===== src/rtl/mem_port_arbiter.sv =====
// mem_port_arbiter: shares one line-wide memory port between the I-cache and
// D-cache miss paths. Requests are serialized through a small FSM; under
// contention the grant alternates using last_grant. Address, write data and
// the write flag are latched on the grant edge so requester-side changes
// during a transfer cannot disturb the memory port.
module mem_port_arbiter #(
  parameter int ADDR_WIDTH = 16,
  parameter int LINE_WIDTH = 128
) (
  input  logic                  clk,
  input  logic                  rst,
  input  logic                  i_read,
  input  logic [ADDR_WIDTH-1:0] i_address,
  output logic [LINE_WIDTH-1:0] i_rdata,
  output logic                  i_resp,
  input  logic                  d_read,
  input  logic                  d_write,
  input  logic [ADDR_WIDTH-1:0] d_address,
  input  logic [LINE_WIDTH-1:0] d_wdata,
  output logic [LINE_WIDTH-1:0] d_rdata,
  output logic                  d_resp,
  output logic                  pmem_read,
  output logic                  pmem_write,
  output logic [ADDR_WIDTH-1:0] pmem_address,
  output logic [LINE_WIDTH-1:0] pmem_wdata,
  input  logic [LINE_WIDTH-1:0] pmem_rdata,
  input  logic                  pmem_resp
);

  typedef enum logic [1:0] {
    IDLE    = 2'd0,
    SERVE_I = 2'd1,
    SERVE_D = 2'd2
  } state_t;

  state_t                state;
  state_t                next_state;
  logic                  last_grant;   // 0 = I side served last, 1 = D side
  logic [ADDR_WIDTH-1:0] addr_q;
  logic [LINE_WIDTH-1:0] wdata_q;
  logic                  write_q;
  logic                  i_pend;
  logic                  d_pend;
  logic                  grant_i;
  logic                  grant_d;

  assign i_pend = i_read;
  assign d_pend = d_read | d_write;

  // Memory-side data paths come straight from the latched request; read data
  // is passed through and is only meaningful while the matching resp is high.
  assign pmem_address = addr_q;
  assign pmem_wdata   = wdata_q;
  assign i_rdata      = pmem_rdata;
  assign d_rdata      = pmem_rdata;

  // Next-state, grant decision and strobe/response decode.
  always_comb begin
    next_state = state;
    grant_i    = 1'b0;
    grant_d    = 1'b0;
    pmem_read  = 1'b0;
    pmem_write = 1'b0;
    i_resp     = 1'b0;
    d_resp     = 1'b0;
    case (state)
      IDLE: begin
        if (i_pend && d_pend) begin
          // Contention: favour the side that was not served last.
          if (last_grant) grant_i = 1'b1;
          else            grant_d = 1'b1;
        end else if (d_pend) begin
          grant_d = 1'b1;
        end else if (i_pend) begin
          grant_i = 1'b1;
        end
        if (grant_i)      next_state = SERVE_I;
        else if (grant_d) next_state = SERVE_D;
      end
      SERVE_I: begin
        pmem_read = 1'b1;
        if (pmem_resp) begin
          i_resp     = 1'b1;
          next_state = IDLE;
        end
      end
      SERVE_D: begin
        // A simultaneous read+write from the D side resolves to the write.
        if (write_q) pmem_write = 1'b1;
        else         pmem_read  = 1'b1;
        if (pmem_resp) begin
          d_resp     = 1'b1;
          next_state = IDLE;
        end
      end
      default: next_state = IDLE;
    endcase
  end

  // State register and fairness memory; reset aborts any transfer at once.
  always_ff @(posedge clk or posedge rst) begin
    if (rst) begin
      state      <= IDLE;
      last_grant <= 1'b0;
    end else begin
      state <= next_state;
      if (grant_i)      last_grant <= 1'b0;
      else if (grant_d) last_grant <= 1'b1;
    end
  end

  // Latch the granted request so the memory port stays stable until resp.
  always_ff @(posedge clk or posedge rst) begin
    if (rst) begin
      addr_q  <= '0;
      wdata_q <= '0;
      write_q <= 1'b0;
    end else if (grant_i) begin
      addr_q <= i_address;
    end else if (grant_d) begin
      addr_q  <= d_address;
      wdata_q <= d_wdata;
      write_q <= d_write;
    end
  end

endmodule


===== config.mk =====
export PLATFORM = sky130hd
export DESIGN_NAME = mem_port_arbiter
export DESIGN_NICKNAME = d
export VERILOG_FILES = /design/src/rtl/mem_port_arbiter.sv
export SDC_FILE = /design/constraint.sdc
export NUM_CORES = 1
export LEC_CHECK = 0
export BUFFER_PORTS_ARGS = -buffer_cell sky130_fd_sc_hd__buf_4
export CAP_MARGIN = 10
export CORE_AREA = 2 2 268 270
export CTS_BUF_LIST = sky130_fd_sc_hd__clkbuf_8
export DETAILED_ROUTE_END_ITERATION = 6
export DIE_AREA = 0 0 270 272
export RECOVER_POWER = 25
export SKIP_CTS_REPAIR_TIMING = 1
export SYNTH_ARGS = -nofsm -noshare
export SYNTH_HDL_FRONTEND = slang
export SYNTH_SLANG_ARGS = --single-unit

===== constraint.sdc =====
create_clock -name clk -period 5.5 [get_ports clk]
set_input_delay 1.1 -clock clk [delete_from_list [all_inputs] [get_ports clk]]
set_output_delay 1.1 -clock clk [all_outputs]
set_load 0.05 [all_outputs]

# --- Word level (Yosys, flattened, before mapping) ---
# Index checks and enable logic that the tools add are counted.
word_totals:
  word_cells: 43
  regBits: 148
  in_bits: 294
  out_inout_bits: 404
op_classes:
  eq_ne: 4
  reduce_logical: 6
  n_bitwise: 2
  n_mux: 26
op_table:
  columns: ["operator", "count"]
  rows:
  - ["16-bit 2-to-1 mux", 2]
  - ["1-bit 2-to-1 mux", 19]
  - ["2-bit 2-to-1 mux", 3]
  - ["2-bit case mux with 2 select lines", 1]
  - ["2-bit AND reduction", 2]
  - ["3-bit != test, second input constant", 1]
  - ["2-bit by 1-bit equality test with 1-bit output, second input constant", 1]
  - ["2-bit equality test, second input constant", 1]
  - ["2-bit zero test", 1]
  - ["2-bit by 1-bit != test with 1-bit output, second input constant", 1]
  - ["1-bit case mux with 2 select lines", 1]
  - ["2-bit nonzero test", 1]
  - ["2-bit OR reduction", 1]
  - ["1-bit logical AND", 1]
  - ["1-bit NOT", 1]
  - ["1-bit bitwise OR", 1]

# --- Depth between registers and ports, before layout ---
logic_depth:
  depth_word: 7
  depth_mapped: 7
  mapped_depth_nobuf: 5

# --- Worst setup path after synthesis ---
# No wires, ideal clock.
synth_path:
  kind: "input port to output port"
  startpoint: "input pmem_resp"
  endpoint: "output d_resp"
  slack_ns: 2.888
  n_path_buf: 0
  t_arrival_ns: 1.512
  stages: 1
  required_time_ns: 4.400
  cell_sequence: "and2_1"
synth_between:
  elab_chain_cells: 2
synth_rtl:
  columns: ["element", "line_no", "rtl"]
  rows:
  - ["from (decl)", "27", "input logic pmem_resp"]
  - ["1-bit 2-to-1 mux", "91", "if (pmem_resp) begin"]
  - ["1-bit 2-to-1 mux", "66", "case (state)"]
  - ["to (decl)", "21", "output logic d_resp,"]
# Every way passes these cells.

# --- Worst setup path in the final report ---
layout_path:
  startpoint: "input d_write"
  endpoint: "register wdata_q[86] (netlist: pmem_wdata[86])"
layout_between:
  elab_chain_cells: 7
  elab_cells_between_ends: 12
  classes_between: "mux (8); bitwise (2); reduce/logical (2)"
layout_rtl:
  columns: ["element", "line_no", "rtl"]
  rows:
  - ["from (decl)", "17", "input logic d_write,"]
  - ["1-bit bitwise OR *", "48", "assign d_pend = d_read | d_write;"]
  - ["1-bit 2-to-1 mux / 1-bit logical AND (equally long branches)", "72, 68", null]
  - ["1-bit 2-to-1 mux", "68", "if (i_pend && d_pend) begin"]
  - ["1-bit 2-to-1 mux (2 in a row)", "66", null]
  - ["1-bit NOT (no line)", null, null]
  - ["2-bit AND reduction (no line) *", null, null]
  - ["to (signal assigned)", "122", "wdata_q <= d_wdata;"]
  - ["to (decl)", "40", "logic [LINE_WIDTH-1:0] wdata_q;"]
# Every way passes the cells marked *; elsewhere a longest branch is shown, timed or not. The select of a mux whose other input is x is not followed.
# A chain may end at the register's enable or synchronous reset.

==> results.json <==
{
  "outcome": "finished, violations left",
  "failed_checks": "max-capacitance violations, max-slew violations",
  "remaining_drc_errors": 0,
  "worstSetupStartpointType": "input pin",
  "syn2layout_area_growth_pct": 21.9,
  "main_flop_type_after_synthesis": "dfrtp_1",
  "place_inst": 1601,
  "drv_cap": 3,
  "cp_data_required_time_ps": 5890,
  "first_iter_violations": 112,
  "final_cell_area_um2": 9860,
  "setup_slack_ps": 2110,
  "cts_max_path_buffers": 2,
  "setup_repair_after_global_routing_missed_its_margin": "false",
  "final_antenna_net_count": 0,
  "tightest_slew_ps": 2550,
  "p_sw_frac": 0.491,
  "dp_worst_setup_slack_ps": 2860,
  "fin_tns_setup_ps": 0,
  "worst_ep_arrival_time_ps": 3780,
  "post_synth_num_cell_types": 24,
  "regToRegStartpoint": "state[0]",
  "pwr-share-clk": 0.122,
  "worst_setup_slack_for_register_to_register_paths_ps": 2140,
  "drv_slew": 184,
  "synth_enable_flop_cells": 0,
  "max-slew-margin-rel": -0.700,
  "timing.final.crit_share": 0.617,
  "synthDominantCellAreaShare": 0.458,
  "combinational_power_share": 0.610,
  "clkSlewWorstSetupHoldPaths_ps": 110,
  "skew_ps": 35.0,
  "finalWorstPathRequiredPeriod_ps": 3390,
  "hold_depth": 1,
  "synth_most_common_cell": "buf_4",
  "reg2reg_to": "pmem_wdata[86]",
  "yosys_register_bits": 148,
  "num_rows": 98,
  "place.port_buffers": 313,
  "routed_via_density": 2.72,
  "hold_path_end": "pmem_wdata[109]",
  "final_report_hold_violation_count": 0,
  "initial_antenna_violation_count": 2,
  "r2r_cells": 5,
  "grt_pass1_vias": 4940,
  "grtUsageTotal": 0.0584,
  "power.leakage_nw": 4.44,
  "clock_tree.htree_level_count": 4,
  "synth_cells": 610,
  "synthArstFlopShare": 1.00,
  "nNetsFinal": 967,
  "drtPass1Iterations": 4,
  "critical_path_peak_fanout": 75,
  "ir_drop_mv": 0.389,
  "vias_after_detailed_routing": 4443,
  "clock-root-buffer": "clkbuf_8",
  "standard_cell_area_after_detailed_placement_um2": 9580,
  "grt_pass1_wl_um": 31000,
  "core_um2": 70800,
  "synthesis.area_um2": 8090,
  "layout.filler_cells": 7934,
  "synth_area_per_inst_um2": 13.3,
  "timing.hold.worst.start": "pmem_wdata[109]",
  "avgRoutedWirePerCell_um": 13.0,
  "floorplan.initialDensity": 0.114,
  "die_h_um": 272,
  "routed_wl_um": 21200,
  "insertion_delay_ps": 550,
  "die-area_um2": 73400,
  "power.sequential.fraction": 0.267,
  "globalplace.congestion": 0.790,
  "clock_sinks": 148,
  "hold_slack_ps": 505,
  "synthTopCellsByCount": "256 x buf_4, 148 x dfrtp_1, 100 x mux2_4",
  "yosys_warnings": 0,
  "floorplan.die.width_um": 270,
  "ys_top_cells_by_area": "dfrtp_1 46%, buf_4 24%, mux2_4 19%",
  "cts-buffers-inserted": 17,
  "timing_worst_setup_path_type": "in -> reg",
  "seq_total_area_yosys": 0.458,
  "clock.fmax_mhz": 295,
  "endpoint_type_of_the_worst_setup_path": "register",
  "dpl.hpwl_um": 15800,
  "setup_viol_count_final": 0,
  "clock_tree_from_tritoncts": "done",
  "internal_power_mw": 3.79,
  "layout.cells.non_filler": 1634,
  "synthDominantAreaCellType": "dfrtp_1",
  "pwr_density_cell_nw_per_um2": 754,
  "total_overflow_reported_by_the_global_router": 0,
  "pin_count_of_the_biggest_net_entering_global_routing": 115,
  "layout-drive-gt1-share": 0.672,
  "i_o_pins": 698,
  "total_switching_power_mw": 3.64,
  "hold_path_class": "reg -> reg",
  "synthesis.nets": 907
}
[power groups by stage]
stage / combinational, mW / clock, mW / sequential [mW]
6_report: 4.54 / 0.909 / 1.99
5_1_grt: 4.74 / 1.02 / 2.06
4_1_cts: 4.62 / 0.993 / 2.00
3_5_place_dp: 4.61 / 0 / 2.01
3_3_place_gp: 4.57 / 0 / 2.00
2_1_floorplan: 1.99 / 0 / 3.86
[registers in the layout, summed over array words and instances, names as in the netlist]
signal        flops
last_grant        1
pmem_address     16
pmem_wdata      128
state             2
write_q           1
[final cells by class]
type	count	area (um2)	area share
antenna	1	2.50	0.000254
clock buffer	19	262	0.0265
clock inverter	13	139	0.0141
inverter	5	20.0	0.00203
multi-input combinational	182	2170	0.220
sequential	148	3700	0.376
tap	950	1190	0.121
timing repair buffer	316	2380	0.241
[worst max path at each step]
stage              start        endpoint  slack, ps  depth (start not counted)
2_1_floorplan        rst      last_grant        420                          1
3_3_place_gp   pmem_resp          i_resp       2850                          3
3_5_place_dp   pmem_resp          i_resp       2860                          3
4_1_cts         state[0]       pmem_read       2580                          5
5_1_grt         state[1]  pmem_wdata[58]       1930                          5
6_report         d_write  pmem_wdata[86]       2110                          5
[routing by layer]
| metal | track usage | part of all wire | routed length (um) |
|---|---|---|---|
| met5 | 0 | 0.00043 | 9 |
| met4 | 0.0611 | 0.083 | 1760 |
| met3 | 0.0326 | 0.11 | 2410 |
| met2 | 0.0907 | 0.47 | 9840 |
| met1 | 0.0524 | 0.34 | 7150 |
[through the flow]
stage	utilization	power, mW
after global placement	0.135	6.56
after floorplan	-	5.84
after CTS	0.141	7.61
final	0.139	7.43
after detailed placement	0.135	6.62
after global routing	0.139	7.82
[logic make-up (layout without fill, tap and decap cells)]
family / count (synthesis) / in the layout / share of synthesized area
AOI/OAI and AO/OA: 24 / 24 / 0.0269
and+or+nand+nor: 26 / 26 / 0.0204
adders and majority gates: 3 / 3 / 0.00464
DFF: 148 / 148 / 0.458
buffers and inverters: 280 / 353 / 0.264
muxes: 129 / 129 / 0.226
other: 0 / 1 / 0
[worst max-delay path, cell delays in order]
cell	delay, ps
buf_4	120
or2_4	250
and3_1	180
clkbuf_2	1200
mux2_4	770
[cells in the final DEF, fill, tap and decap left out, drive strengths merged]
master and count:
mux2 129, diode 1, o21a 1, o21bai 1, o31ai 1, nor2b 1, inv 9, o21ai 1
a22o 1, clkinvlp 4, ha 3, and2 19, dfrtp 148, and3 1, nand2 2, clkinv 4
nand2b 2, clkbuf 22, a21o 1, buf 313, a21oi 2, or2 1, a221o 16, bufinv 1
Power figures use the tool's default switching activity.
